### config.mk
export PLATFORM = sky130hd
export DESIGN_NAME = width_gather
export DESIGN_NICKNAME = d
export VERILOG_FILES = /design/src/rtl/width_gather.sv
export SDC_FILE = /design/constraint.sdc
export NUM_CORES = 1
export LEC_CHECK = 0
export CAP_MARGIN = 5
export CORE_MARGIN = 2
export CORE_UTILIZATION = 55
export DETAILED_ROUTE_END_ITERATION = 6
export PLACE_DENSITY = 0.81
export SLEW_MARGIN = 5
export SYNTH_ARGS = -nofsm -noshare
export SYNTH_HDL_FRONTEND = slang
export SYNTH_SLANG_ARGS = --single-unit
### constraint.sdc
create_clock -name clk -period 2.7 [get_ports clk]
set_input_delay 0.54 -clock clk [delete_from_list [all_inputs] [get_ports clk]]
set_output_delay 0.54 -clock clk [all_outputs]
set_load 0.01 [all_outputs]
### src/rtl/width_gather.sv
// Narrow-to-wide gather: packs width1-bit beats into width2-bit words, LSB slice first,
// with one registered output word and zero-padded early flush.
module width_gather #(
    parameter int width1 = 2,
    parameter int width2 = 8,
    parameter int beats  = 4,
    parameter int cnt_w  = 3
) (
    input  logic              clk,
    input  logic              reset,
    input  logic [width1-1:0] in_data,
    input  logic              in_valid,
    output logic              in_ready,
    input  logic              flush,
    output logic [width2-1:0] out_data,
    output logic [cnt_w-1:0]  out_beats,
    output logic              out_valid,
    input  logic              out_ready
);

    localparam logic [cnt_w-1:0] full_c = cnt_w'(beats);
    localparam logic [cnt_w-1:0] last_c = cnt_w'(beats - 1);

    logic [width2-1:0] acc_r;
    logic [width2-1:0] acc_next_s;
    logic [cnt_w-1:0]  cnt_r;
    logic [cnt_w-1:0]  cnt_inc_s;
    logic [cnt_w-1:0]  held_r;
    logic [cnt_w-1:0]  word_beats_s;
    logic [width2-1:0] out_data_r;
    logic [cnt_w-1:0]  out_beats_r;
    logic              out_valid_r;
    logic              in_ready_s;
    logic              accept_s;
    logic              slot_free_s;
    logic              flush_take_s;
    logic              complete_s;

    assign in_ready  = in_ready_s;
    assign out_data  = out_data_r;
    assign out_beats = out_beats_r;
    assign out_valid = out_valid_r;

    // Handshake and completion decisions, all derived from registers plus this cycle's inputs.
    always_comb begin
        in_ready_s   = !reset && (cnt_r < full_c);
        accept_s     = in_valid && in_ready_s;
        slot_free_s  = !out_valid_r || out_ready;
        cnt_inc_s    = cnt_r + {{(cnt_w-1){1'b0}}, accept_s};
        flush_take_s = flush && (cnt_r < full_c) && ((cnt_r != {cnt_w{1'b0}}) || accept_s);
        complete_s   = (accept_s && (cnt_r == last_c)) || (cnt_r == full_c) || flush_take_s;
        // A stalled word (possibly a flushed partial) reports the count latched when it completed.
        word_beats_s = (cnt_r == full_c) ? held_r : cnt_inc_s;
    end

    // Accumulator with this cycle's beat merged into its slot.
    always_comb begin
        acc_next_s = acc_r;
        for (int i = 0; i < beats; i++) begin
            acc_next_s[i*width1 +: width1] = (accept_s && (cnt_r == cnt_w'(i)))
                                           ? in_data : acc_r[i*width1 +: width1];
        end
    end

    // Collect beats, hand complete words to the output register, or park them while it is busy.
    always_ff @(posedge clk) begin
        if (reset) begin
            acc_r       <= {width2{1'b0}};
            cnt_r       <= {cnt_w{1'b0}};
            held_r      <= {cnt_w{1'b0}};
            out_data_r  <= {width2{1'b0}};
            out_beats_r <= {cnt_w{1'b0}};
            out_valid_r <= 1'b0;
        end else if (complete_s && slot_free_s) begin
            acc_r       <= {width2{1'b0}};
            cnt_r       <= {cnt_w{1'b0}};
            out_data_r  <= acc_next_s;
            out_beats_r <= word_beats_s;
            out_valid_r <= 1'b1;
        end else if (complete_s) begin
            acc_r       <= acc_next_s;
            cnt_r       <= full_c;
            held_r      <= word_beats_s;
        end else begin
            acc_r       <= acc_next_s;
            cnt_r       <= cnt_inc_s;
            if (out_ready) begin
                out_valid_r <= 1'b0;
            end else begin
                out_valid_r <= out_valid_r;
            end
        end
    end

endmodule

# After elaboration in Yosys (flattened, before gate mapping)
# Cells that the tools add are included.
word_totals:
  reg_bits: 26
  output_inout_bits: 13
  rom_bits: 0
  inputBits: 7
  ramBits: 0
  memories: 0
  wordCells: 46
  latch_bits: 0
classes:
  bitwise_logic: 1
  n_div: 0
  reduce_logical: 22
  n_lt_le_gt_ge: 1
  muxes: 9
  eq_ne: 5
  shift: 0
  mul: 0
  add_sub_neg: 1
ops:
  columns: ["cell", "count"]
  rows:
  - ["logical AND 1 bit", 9]
  - ["2-to-1 mux 2 bit", 4]
  - ["equality test 3 x 2 -> 1 bit, second input constant", 2]
  - ["2-to-1 mux 3 bit", 2]
  - ["logical OR 1 bit", 4]
  - ["AND reduction 2 bit", 2]
  - ["adder 3 x 1 -> 3 bit", 1]
  - ["equality test 3 x 1 -> 1 bit, second input constant", 1]
  - ["equality test 3 bit, second input constant", 1]
  - ["zero test 3 bit", 1]
  - ["less-than comparator 3 bit, second input constant", 1]
  - ["2-to-1 mux 1 bit", 3]
  - ["nonzero test 3 bit", 1]
  - ["OR reduction 3 bit", 1]
  - ["zero test 1 bit", 2]
  - ["!= test 2 x 1 -> 1 bit, second input constant", 1]
  - ["nonzero test 2 bit", 1]
  - ["OR reduction 2 bit", 1]
  - ["inverter 1 bit", 1]

# Longest topological paths before layout
# Gate-level depths: netlist (run 1).
logic_depth:
  depth_word: 9
  ltp_mapped: 8
  ltp_nobuf: 7

# Least setup slack after synthesis (run 1)
# Ideal clock, no wire load.
synth_path:
  path_type: "input port to output port"
  from: "input reset"
  to: "output in_ready"
  setup_slack_ps: 926
  t_required_ps: 2160
  n_path_buf: 2
  path_stages: 3
  arrival_ps: 1234
  path_cell_list: "clkbuf_1 buf_1 nor2_1"
synth_between:
  elab_chain_len: 2
synth_rtl:
  columns: ["item", "line", "rtl"]
  rows:
  - ["from (decl)", "10", "input logic reset,"]
  - ["zero test 1 bit", "46", "in_ready_s = !reset && (cnt_r < full_c);"]
  - ["logical AND 1 bit", "46", null]
  - ["to (decl)", "13", "output logic in_ready,"]
# No other way between the ends.

# Worst setup path after layout (run 1)
# Same ends and word-level chain as after synthesis.

==> results, run 1 <==
- The flow ran to the end, and the final reports show no timing, DRC or antenna violations.
- For this run, the total global-route usage over all layers was measured as 0.213.
- The total via count after detailed routing is 1,016.
- The deepest level of the CTS H-tree is 1.
- The pre-antenna-repair detailed-routing pass consisted of 4 iterations.
- On the worst path, the slowest cell contributes a delay of 540 ps.
- For the worst setup path, the data required time is 2160 ps.
- Along the worst hold path, the cell count comes to 2.
- Among all flip-flop cells after synthesis, the most frequent one is sky130_fd_sc_hd__dfxtp_1.
- Input and output buffers added on the ports amount to 19.
- The uppermost layer routed is met4.
- The clock network latency to the later pin of the worst-skew pair is 320 ps.
- The mapped netlist covers 1280 sq um.
- In this design, the largest share of critical-path delay is due to buffers and inverters.
- The number of antenna violations at the first check in global routing is 0.
- In this run the worst setup path begins at reset.
- The detail route stage leaves a number of antenna-violating nets equal to 0.
- The die outline height is 52.3 um.
- For the worst flop-to-flop path, the logic depth is 7.
- The peak fanout along the critical path is 4.
- The final layout contains 155 nets.
- At the worst endpoint, the arrival time is 1690 ps.
- For the pin with the worst max-slew slack, the measured transition is 518 ps.
- STA classifies the critical path startpoint as a primary input.
- The standard-cell row count is 17.
- The core region is 2210 sq um.
- Buffers added to address setup during post-CTS repair amount to 0.
- Clock-pin slew was measured on the worst setup and hold paths at 150 ps.
- In this run, the number of DRC markers left after iteration 0 of detailed routing was 12.
- The leakage power summed over all cells is 0.601 nW.
- The slowest stage of the critical path is the sky130_fd_sc_hd__clkdlybuf4s50_1 cell.
- The routed wirelength normalized by instance count is 15.1 um.
- The die boundary width is 52.3 um.
- The worst-case clock buffer depth is 2.
- The critical path goes through clkdlybuf4s50_1, nor2_1, clkdlybuf4s50_1.
- After detailed routing, the met2 layer carries 1290 um of wire.
- The worst-case headroom to the max-slew limit is 0.652.
- The share of the Yosys chip area taken by registers is 0.405.
- The number of enable-type register cells in the synthesized netlist is 0.
- The critical path buffer and inverter count is 2.
- In the final layout, the share of cells above drive strength 1 is 0.159.
- The first global-routing pass estimated 4340 um of wire.
- The worst min-delay path endpoint is out_data[0]$_SDFFE_PP0P_.
- The final number of setup-violating endpoints is 0.
- The wire length on met3 is 98 um.
- The number of clock buffers added by TritonCTS is 3.
- The end of the worst register-to-register path is held_r[2]$_SDFFE_PP0P_.
- The worst path needs 2230 ps of the cycle, external delays included.
- The nature of the critical path endpoint is a primary output.
- Across the VDD grid, the largest voltage drop is 0.477 mV.
- The critical path class is primary input to primary output.
- After detailed routing, the number of remaining DRC violations is 0.
- Counting buffers and inverters, the worst setup path is 3 cells deep.
- During I/O placement, the number of pins put on the boundary was 20.
- The setup clock skew after layout is 12.2 ps.
- At the end of routability-driven placement, the weighted congestion stood at 0.767.
- The largest net degree at the start of global routing is 18.
- The number of nets in the synthesized netlist is 134.
- For this configuration, the core starts out at a cell density of 0.580.
- Across the run, the number of max-cap violations was 0.
- After detailed routing, the number of vias per cell comes to 5.87.
- Once routing completed, OpenROAD measured the worst setup slack at 471 ps.
- Setup repair after global routing left no endpoint under its margin.
- The hold violation count in the final report was 0.
- The post-synthesis to final-layout area growth is 19.3%.
- After synthesis, the share of flip-flops with an asynchronous set or reset is 0.
- The number of global-route vias before repair came to 1,022.
- The met1 wire length is 1200 um.
- The origin of the critical flop-to-flop path is cnt_r[2]$_SDFF_PP0_.
- The antenna cell count is 0.
- For this block, the routed nets add up to 2610 um of wire.
- After global routing the overflow that remains totals 0.
- The CTS tree is done.
- The HPWL reported at the end of detailed placement is 1860 um.
- The post-synthesis cell type count is 36.
- The portion of the clock cycle consumed by the worst path in the final layout is 0.826.
- The class of the tightest hold or removal check is register to register.
- The number of cells produced by synthesis is 125.
- The startpoint of the lowest-slack hold path is out_data[0]$_SDFFE_PP0P_.
- The post-layout total power is 1.15 mW.
- The post-CTS resize count is 0.
- The total count of max-transition violations in the final report is 0.
- The worst hold slack is 483 ps.
- The worst register-to-register path has a setup slack of 890 ps.
- The count of state elements after synthesis is 26.
- The overall die area is 2740 sq um.
- Counting every sink on the clock net gives 26.
- The setup TNS is 0 ps.
- The post-place setup slack is 288 ps.
- The layout has 179 filler cells.
- Yosys printed 0 warnings.
- Static timing analysis puts the maximum clock frequency at 0.449 GHz.
- The clock root buffer is sky130_fd_sc_hd__clkbuf_4.
- The average instance in the mapped netlist occupies 10.3 sq um.
- The power per standard cell area is 749 nW/um^2.
- The number of hold buffers added after CTS was 0.
- The most prevalent standard cell on the critical path is sky130_fd_sc_hd__clkdlybuf4s50_1.
[worst max path at each step]
stage | end | slack [ps]
after floorplan | in_ready | 930
after global placement | held_r[2]$_SDFFE_PP0P_ | 320
after detailed placement | held_r[2]$_SDFFE_PP0P_ | 290
after CTS | in_ready | 470
after global routing | in_ready | 410
final | in_ready | 470
[power by group]
group	leakage (nW)	internal (mW)	switching [mW]	total, mW
combinational	0.361	0.199	0.199	0.398
clock	0.0279	0.150	0.116	0.267
sequential	0.212	0.437	0.0447	0.482
[worst reg2reg max path, cell delays in order, from the launching register on]
cell	delay, ps
sky130_fd_sc_hd__dfxtp_1	580
sky130_fd_sc_hd__nor3b_4	90
sky130_fd_sc_hd__ha_1	190
sky130_fd_sc_hd__ha_1	180
sky130_fd_sc_hd__xor2_1	150
sky130_fd_sc_hd__mux2i_1	210
sky130_fd_sc_hd__nor2_1	60
sky130_fd_sc_hd__mux2_2	250
[cell usage in the layout (no fill, tap or decap), types with 3 or more instances in the layout]
cell                              netlist  final
sky130_fd_sc_hd__nor2_1                 4      4
sky130_fd_sc_hd__nor3_1                17     17
sky130_fd_sc_hd__clkbuf_4               0      3
sky130_fd_sc_hd__dfxtp_1               26     26
sky130_fd_sc_hd__mux2i_1               12     12
sky130_fd_sc_hd__a211oi_1               5      5
sky130_fd_sc_hd__nor2b_1                3      3
sky130_fd_sc_hd__a211oi_2               7      7
sky130_fd_sc_hd__nand2b_1               5      5
sky130_fd_sc_hd__o21ai_0                3      3
sky130_fd_sc_hd__a21oi_1                5      5
sky130_fd_sc_hd__clkdlybuf4s50_1        0     19
sky130_fd_sc_hd__buf_4                  0      5
[Yosys cell counts (2+ instances only)]
| library cell | instances | area share |
|---|---|---|
| sky130_fd_sc_hd__a211o_1 | 2 | 0.014 |
| sky130_fd_sc_hd__a211oi_1 | 5 | 0.029 |
| sky130_fd_sc_hd__a211oi_2 | 7 | 0.068 |
| sky130_fd_sc_hd__a21oi_1 | 5 | 0.019 |
| sky130_fd_sc_hd__buf_6 | 5 | 0.044 |
| sky130_fd_sc_hd__clkbuf_1 | 2 | 0.0059 |
| sky130_fd_sc_hd__dfxtp_1 | 26 | 0.41 |
| sky130_fd_sc_hd__ha_1 | 2 | 0.019 |
| sky130_fd_sc_hd__mux2i_1 | 12 | 0.094 |
| sky130_fd_sc_hd__nand2b_1 | 5 | 0.024 |
| sky130_fd_sc_hd__nand3_1 | 2 | 0.0078 |
| sky130_fd_sc_hd__nand3b_1 | 2 | 0.012 |
| sky130_fd_sc_hd__nor2_1 | 4 | 0.012 |
| sky130_fd_sc_hd__nor2b_1 | 3 | 0.015 |
| sky130_fd_sc_hd__nor3_1 | 17 | 0.066 |
| sky130_fd_sc_hd__nor3b_1 | 2 | 0.012 |
| sky130_fd_sc_hd__o21a_1 | 2 | 0.012 |
| sky130_fd_sc_hd__o21ai_0 | 3 | 0.012 |
| sky130_fd_sc_hd__or2_1 | 2 | 0.0097 |
[flip-flops by register name (all words and copies together) (netlist names)]
name and cells:
cnt_r 3, out_beats 3, out_valid 1, held_r 3, acc_r 8, out_data 8
[metrics by stage]
stage               instance area (sq um)  cells   util
finish                               1530    173  0.692
global route                         1530    173  0.692
CTS                                  1530    173  0.692
detailed placement                   1480    169  0.669
global placement                     1480    169  0.669
floorplan                            1280    125      -
[logic make-up after synthesis]
group,after synthesis,share of synthesized area
AND/OR/NAND/NOR,46,0.234
AO/OA/AOI/OAI,28,0.176
flip-flops,26,0.405
multiplexers,13,0.102
buffers and inverters,9,0.0555
adder cells (fa/ha/maj),2,0.0195
XOR/XNOR,1,0.00682
[routing by layer]
| layer | GRT usage | vias up |
|---|---|---|
| li1 | - | 503 |
| met1 | 0.238 | 486 |
| met2 | 0.402 | 23 |
| met3 | 0.0371 | 4 |
| met4 | 0.0641 | 0 |
| met5 | 0 | - |
[layout make-up]
class / count / area [sq um] / area share
multi-input cells: 90 / 692 / 0.452
flip-flops and latches: 26 / 520 / 0.340
repair buffers: 24 / 228 / 0.149
well taps: 28 / 35.0 / 0.0229
clock inverters: 1 / 30.0 / 0.0196
clock buffers: 3 / 22.5 / 0.0147
inverters: 1 / 3.75 / 0.00245
Note: power is estimated with default switching activity, not from simulation.
==> run 2, diff against run 1 <==
--- a/config.mk
+++ b/config.mk
@@ -7,9 +7,9 @@
 export LEC_CHECK = 0
 export CAP_MARGIN = 5
 export CORE_MARGIN = 2
-export CORE_UTILIZATION = 55
+export CORE_UTILIZATION = 52
 export DETAILED_ROUTE_END_ITERATION = 6
-export PLACE_DENSITY = 0.81
+export PLACE_DENSITY = 0.78
 export SLEW_MARGIN = 5
 export SYNTH_ARGS = -nofsm -noshare
 export SYNTH_HDL_FRONTEND = slang
==> constraint.sdc (replaced) <==
create_clock -name clk -period 2.1 [get_ports clk]
set_input_delay 0.42 -clock clk [delete_from_list [all_inputs] [get_ports clk]]
set_output_delay 0.42 -clock clk [all_outputs]
set_load 0.01 [all_outputs]
==> run 2 against run 1 <==
Net effect: non-clock buffer count increased by 2; sequential cell count unchanged; setup slack got worse by 260 ps; count of clock-buffer cells in the layout unchanged; die area increased by 5.3%; clock skew decreased by 8.9 ps; cell area decreased by 0.65%; cell count increased by 1.7%; combinational power increased by 28%; clock power decreased by 25%; via count decreased by 3.8%; register-to-register slack got worse by 600 ps.
==> results, run 2 (same netlist as run 1, synthesis figures left out) <==
- The final number of setup-violating endpoints is 0 (unchanged).
- The hold violation count in the final report is 0 (unchanged).
- The worst setup path is captured at a register.
- The largest net degree at the start of global routing is 29 (+11).
- The die outline height was 53.7 um (+2.6%).
- The library cell used most frequently in the layout, excluding fill and tap cells, is sky130_fd_sc_hd__dfxtp_1.
- The peak fanout along the critical path is 2 (-2).
- The core box area was 2410 sq um (+8.9%).
- The antenna cell count came to 0 (unchanged).
- The setup TNS is 0 ps (unchanged).
- The number of hold buffers added after CTS is 0 (unchanged).
- The power per standard cell area came to 871 nW/um^2 (+16%).
- The critical path class is primary input to register.
- The gate family responsible for the most delay along the worst path is buffers and inverters.
- The worst-case headroom to the max-slew limit came to 0.718 (+0.0658).
- The initial standard-cell utilization of the core came to 0.533 (-0.0476).
- Setup repair after global routing left no endpoint under its margin.
- The routability congestion estimate from global placement was 0.816 (+6.4%).
- The worst-case clock buffer depth is 2 (unchanged).
- The run finished with clean final reports.
- The number of post-CTS setup repair buffers is 0 (unchanged).
- The post-layout net count is 157 (+1.3%).
- The number of antenna violations at the first check in global routing is 0 (unchanged).
- The initial detailed-routing violation count came to 17 (+5).
- The most prevalent standard cell on the critical path is sky130_fd_sc_hd__ha_1.
- The clock root buffer is sky130_fd_sc_hd__clkbuf_4.
- The startpoint identified for the worst hold timing path is out_data[0]$_SDFFE_PP0P_.
- The final cell count without fillers is 176 (+1.7%).
- The number of vias per cell after detailed routing is 5.55 (-5.5%).
- The count of input and output buffers is 19 (unchanged).
- The reported max-cap violation count is 0 (unchanged).
- The final global-route overflow total came to 0 (unchanged).
- The global-route wire length before repair is 3960 um (-8.8%).
- The required time reported for the critical path endpoint is 2350 ps (+190 ps).
- The origin of the critical flop-to-flop path is cnt_r[2]$_SDFF_PP0_.
- The CTS clock-pin slew for the worst setup and hold paths is 130 ps (-20 ps).
- The number of global-route vias before repair came to 915 (-10%).
- The setup clock skew after layout is 3.36 ps (-8.86 ps).
- The overall die area was 2880 sq um (+5.3%).
- The total via count after detailed routing came to 977 (-3.8%).
- The top cell types in the final layout, fill and taps aside, are 26 x sky130_fd_sc_hd__dfxtp_1, 18 x sky130_fd_sc_hd__clkdlybuf4s50_1, 17 x sky130_fd_sc_hd__nor3_1, 12 x sky130_fd_sc_hd__mux2i_1.
- The portion of the clock cycle consumed by the worst path in the final layout is 0.901.
- The worst setup path is launched from a primary input.
- The biggest cell delay along the critical path is 500 ps (-40 ps).
- The highest ir drop seen on vdd is 0.576 mV (+21%).
- The total count of max-transition violations in the final report is 0 (unchanged).
- The HPWL reported at the end of detailed placement is 1790 um (-3.8%).
- The clock period could shrink to 1890 ps.
- The slew at the pin closest to its max-slew limit is 422 ps (-96.2 ps).
- The fraction of layout cells with a size suffix above 1 is 0.164 (+0.00576).
- The start point of the critical path is in_valid.
- The routed wirelength normalized by instance count is 14.1 um (-6.5%).
- The peak clock frequency supported by timing is 0.529 GHz.
- The worst hold slack was 476 ps (-6.44 ps).
- The slowest stage of the critical path belongs to the cell sky130_fd_sc_hd__clkdlybuf4s50_1.
- The post-route DRC violation count is 0 (unchanged).
- The die boundary width is 53.7 um (+2.6%).
- TritonCTS built the clock tree.
- The path class of the tightest hold or removal check is register to register.
- The total wire length is 2480 um (-4.9%).
- The clock network latency to the later pin of the worst-skew pair is 310 ps (about the same).
- The number of antenna-violating nets in the routed design came to 0 (unchanged).
- The critical path buffer and inverter count is 1 (-1).
- The data arrival time of the critical path is 2150 ps (+460 ps).
- The instance count after placement with tap cells included is 173 (+2.4%).
- The standard-cell row count is 18 (+1).
- Compared with the post-synthesis result, the final layout area differs by 18.5%.
- The clock net sink count is 26 (unchanged).
- The utilization after layout is 0.631 (-0.0609).
- The clock buffer count from CTS was 3 (unchanged).
- The number of ports placed on the die boundary is 20 (unchanged).
- The deepest level of the CTS H-tree is 1 (unchanged).
- The leakage power summed over all cells is 0.607 nW (+1.1%).
- The number of optimization iterations in the first detailed-route pass was 4 (unchanged).
- The all-layer global routing usage is 0.186 (-0.0263).
- Traced cell by cell, the critical path runs through clkdlybuf4s50_1, nor3b_4, ha_1, ha_1, xor2_1, mux2i_1, a21oi_1, o21ba_1.
## run 2: cell types whose count changed in the layout (fill, tap and decap cells not counted)
cell | previous run | this run
sky130_fd_sc_hd__buf_4 | 5 | 7
sky130_fd_sc_hd__bufinv_16 | 1 | 0
sky130_fd_sc_hd__clkdlybuf4s50_1 | 19 | 18
sky130_fd_sc_hd__dlymetal6s2s_1 | 0 | 1
## run 2: power by group
| part | switching, mW | leakage [nW] | internal (mW) |
|---|---|---|---|
| registers | 0.0561 | 0.212 | 0.562 |
| clock network | 0.132 | 0.0138 | 0.0670 |
| logic | 0.252 | 0.382 | 0.256 |
## run 2: stage by stage
step | power [mW] | instance area, sq um | setup slack [ps]
after floorplan | 0.974 | 1280 | 461
after global placement | 1.12 | 1500 | -50.1
after detailed placement | 1.14 | 1500 | -111
after CTS | 1.34 | 1520 | 4.03
after global routing | 1.42 | 1520 | 161
final | 1.33 | 1520 | 209
## run 2: area by class of cell
| cell class | instances | area [sq um] |
|---|---|---|
| fill | 201 | 888 |
| clock buffer | 3 | 22.5 |
| timing repair buffer | 26 | 245 |
| inverter | 1 | 3.75 |
| tap | 30 | 37.5 |
| multi-input combinational | 90 | 692 |
| sequential | 26 | 520 |
## run 2: final timing paths
check	endpoint	slack (ps)	depth (start not counted)
setup reg to reg	held_r[2]$_SDFFE_PP0P_	290	7
hold reg to reg	out_data[0]$_SDFFE_PP0P_	480	2
setup / recovery	out_beats[2]$_SDFFE_PP0P_	210	8
hold / removal	out_data[0]$_SDFFE_PP0P_	480	2
## run 2: repair_timing
item                       4_1_cts  5_1_grt
setup endpoints to repair        0        1
resized for setup                0        1
hold endpoints to repair         0        0
## run 2: worst register-to-register path, stage by stage (launching register included)
cell	delay (ps)
sky130_fd_sc_hd__dfxtp_1	570
sky130_fd_sc_hd__nor3b_4	90
sky130_fd_sc_hd__ha_1	200
sky130_fd_sc_hd__ha_1	190
sky130_fd_sc_hd__xor2_1	160
sky130_fd_sc_hd__mux2i_1	200
sky130_fd_sc_hd__nor2_1	60
sky130_fd_sc_hd__mux2_2	260
## run 2: layer usage
layer,up-vias,global-route usage,share of wire
met1,452,0.242,0.48
met3,4,0.0194,0.028
met2,17,0.319,0.48
met4,0,0.0641,0.015
met5,-,0,0
li1,504,-,-
==> run 3, diff against run 2 <==
--- a/config.mk
+++ b/config.mk
@@ -8,6 +8,7 @@
 export CAP_MARGIN = 5
 export CORE_MARGIN = 2
 export CORE_UTILIZATION = 52
+export CTS_CLUSTER_SIZE = 14
 export DETAILED_ROUTE_END_ITERATION = 6
 export PLACE_DENSITY = 0.78
 export SLEW_MARGIN = 5
==> constraint.sdc (replaced) <==
create_clock -name clk -period 2.1 [get_ports clk]
set_input_delay 0.42 -clock clk [delete_from_list [all_inputs] [get_ports clk]]
set_output_delay 0.42 -clock clk [all_outputs]
set_load 0.02 [all_outputs]
==> run 3 against run 2 <==
Net effect: die area unchanged; register-to-register slack worse by 20 ps; utilization did not move; count of clock-buffer cells in the layout unchanged; non-clock buffer count unchanged; power rose by 4.4%; setup slack gained 4.7 ps.
==> results, run 3 (same netlist as run 1, synthesis figures left out) <==
- The portion of the clock cycle consumed by the worst path in the final layout came to 0.898 (-0.00223).
- The number of antenna violations at the first check in global routing was 0 (unchanged).
- The clock buffer count from CTS is 3 (unchanged).
- The post-layout net count was 157 (unchanged).
- The sequential share of power was 0.448 (-0.018).
- The overall die area came to 2880 sq um (unchanged).
- The reported max-cap violation count is 0 (unchanged).
- The utilization after layout came to 0.631 (unchanged).
- The clock share of power is 0.151 (about the same).
- The power per standard cell area is 910 nW/um^2 (+4.4%).
- The antenna cell count came to 0 (unchanged).
- The number of post-CTS setup repair buffers came to 0 (unchanged).
- The library cell used most frequently in the layout, excluding fill and tap cells, is sky130_fd_sc_hd__dfxtp_1.
- The critical path buffer and inverter count came to 1 (unchanged).
- The final non-filler cell area is 1520 sq um (unchanged).
- The largest net degree at the start of global routing is 29 (unchanged).
- The total via count after detailed routing is 996 (+1.9%).
- Counting stages on the worst path, the most repeated cell is sky130_fd_sc_hd__ha_1.
- The global-route wire length before repair is 4340 um (+9.6%).
- The clock net sink count is 26 (unchanged).
- The initial standard-cell utilization of the core came to 0.533 (unchanged).
- The gate family responsible for the most delay along the worst path is buffers and inverters.
- The total wire length was 2620 um (+5.8%).
- The routed wirelength normalized by instance count is 14.9 um (+5.8%).
- The combinational power share is 0.400 (+0.017).
- The cell-internal power is 0.887 mW (+0.14%).
- The peak clock frequency supported by timing is 0.530 GHz (+0.25%).
- The deepest level of the CTS H-tree is 1 (unchanged).
- The HPWL reported at the end of detailed placement came to 1900 um (+6.3%).
- The peak fanout along the critical path is 3 (+1).
- The total count of max-transition violations in the final report is 0 (unchanged).
- The data arrival time of the critical path came to 2110 ps (-40 ps).
- The leakage power summed over all cells was 0.607 nW (unchanged).
- Setup repair after global routing left no endpoint under its margin.
- The die boundary width is 53.7 um (unchanged).
- The switching share of power came to 0.359 (+0.0273).
- The initial detailed-routing violation count is 12 (-5).
- The core box area is 2410 sq um (unchanged).
- The slew at the pin closest to its max-slew limit came to 419 ps (-3.18 ps).
- The hold violation count in the final report is 0 (unchanged).
- The highest ir drop seen on vdd is 0.722 mV (+25%).
- The setup path with the least slack is of type primary input to register.
- The routability congestion estimate from global placement came to 0.798 (-2.2%).
- Traced cell by cell, the critical path runs through clkdlybuf4s50_1, nor3b_4, ha_1, ha_1, xor2_1, mux2i_1, nor2_1, mux2_2.
- STA classifies the critical path endpoint as a register.
- The number of optimization iterations in the first detailed-route pass came to 6 (+2).
- The number of antenna-violating nets in the routed design is 0 (unchanged).
- The final number of setup-violating endpoints is 0 (unchanged).
- The minimum clock period after layout was 1890 ps (-4.69 ps).
- The standard-cell row count is 18 (unchanged).
- The fraction of layout cells with a size suffix above 1 is 0.164 (unchanged).
- The cell with the largest stage delay on the worst path is sky130_fd_sc_hd__clkdlybuf4s50_1.
- The clock network latency to the later pin of the worst-skew pair came to 320 ps (about the same).
- The flow ran to the end, and the final reports show no timing, DRC or antenna violations.
- The CTS clock-pin slew for the worst setup and hold paths is 130 ps (about the same).
- In the layout the commonest cells are 26 x sky130_fd_sc_hd__dfxtp_1, 18 x sky130_fd_sc_hd__clkdlybuf4s50_1, 17 x sky130_fd_sc_hd__nor3_1, 12 x sky130_fd_sc_hd__mux2i_1.
- The post-route DRC violation count is 0 (unchanged).
- The all-layer global routing usage was 0.208 (+0.0216).
- The setup clock skew after layout was 7.24 ps (+3.88 ps).
- The number of global-route vias before repair is 967 (+5.7%).
- The number of hold buffers added after CTS is 0 (unchanged).
- The die outline height is 53.7 um (unchanged).
- The number of ports placed on the die boundary is 20 (unchanged).
- The biggest cell delay along the critical path is 560 ps (+60 ps).
- The post-CTS resize count is 0 (unchanged).
- The total placed instance area is 1500 sq um (unchanged).
- The number of inserted filler cells in the final layout came to 208 (+3.5%).
- The CTS tree is done.
- The count of input and output buffers is 19 (unchanged).
- The worst-case clock buffer depth came to 2 (unchanged).
- The clock root buffer is sky130_fd_sc_hd__clkbuf_4.
- The worst setup path is launched from a primary input.
- The class of the tightest hold or removal check is register to register.
- The final global-route overflow total is 0 (unchanged).
- The required time reported for the critical path endpoint is 2330 ps (-20 ps).
- The number of vias per cell after detailed routing is 5.66 (+1.9%).
- The net load switching power is 0.498 mW (+13%).
- The worst-case headroom to the max-slew limit came to 0.720 (+0.00193).
- The post-synthesis to final-layout area growth is 18.5% (unchanged).
## run 3: power groups by stage
stage	registers, mW	clock network [mW]	logic [mW]
after global routing	0.632	0.238	0.598
after CTS	0.620	0.218	0.560
after floorplan	0.677	0	0.341
after global placement	0.626	0	0.541
after detailed placement	0.631	0	0.558
final	0.620	0.210	0.554
## run 3: layout make-up
class,instances,area (sq um),share of cell area
clock buffers,3,22.5,0.0148
inverters,1,3.75,0.00247
multi-input cells,90,692,0.455
flip-flops and latches,26,520,0.342
well taps,30,37.5,0.0247
repair buffers,26,245,0.161
## run 3: through the flow
stage	total power, mW	instances	setup TNS [ps]	hold WS (ps)	setup WS, ps
after floorplan	1.02	125	0	449	461
after global placement	1.17	173	-275	462	-73.2
after detailed placement	1.19	173	-1470	469	-137
after CTS	1.40	176	0	488	9.06
after global routing	1.47	176	0	511	165
final	1.38	176	0	484	213
## run 3: path summary, 6_finish.rpt
kind	startpoint	to	slack, ps	cells after the start
setup / recovery	reset	held_r[2]$_SDFFE_PP0P_	210	8
hold / removal	held_r[0]$_SDFFE_PP0P_	held_r[0]$_SDFFE_PP0P_	480	2
setup reg to reg	cnt_r[2]$_SDFF_PP0_	held_r[2]$_SDFFE_PP0P_	270	7
hold reg to reg	held_r[0]$_SDFFE_PP0P_	held_r[0]$_SDFFE_PP0P_	480	2
## run 3: routing by layer
layer	track usage	routed length, um	share of wire
met5	0	0	0
met4	0.0855	40	0.015
met3	0.0306	82	0.031
met2	0.364	1340	0.51
met1	0.253	1160	0.44
## run 3: tightest hold or removal path, delay by kind of cell (launching register included)
family,cells,cell delay (ps)
muxes,1,50
DFF,1,340
and+or+nand+nor,1,60
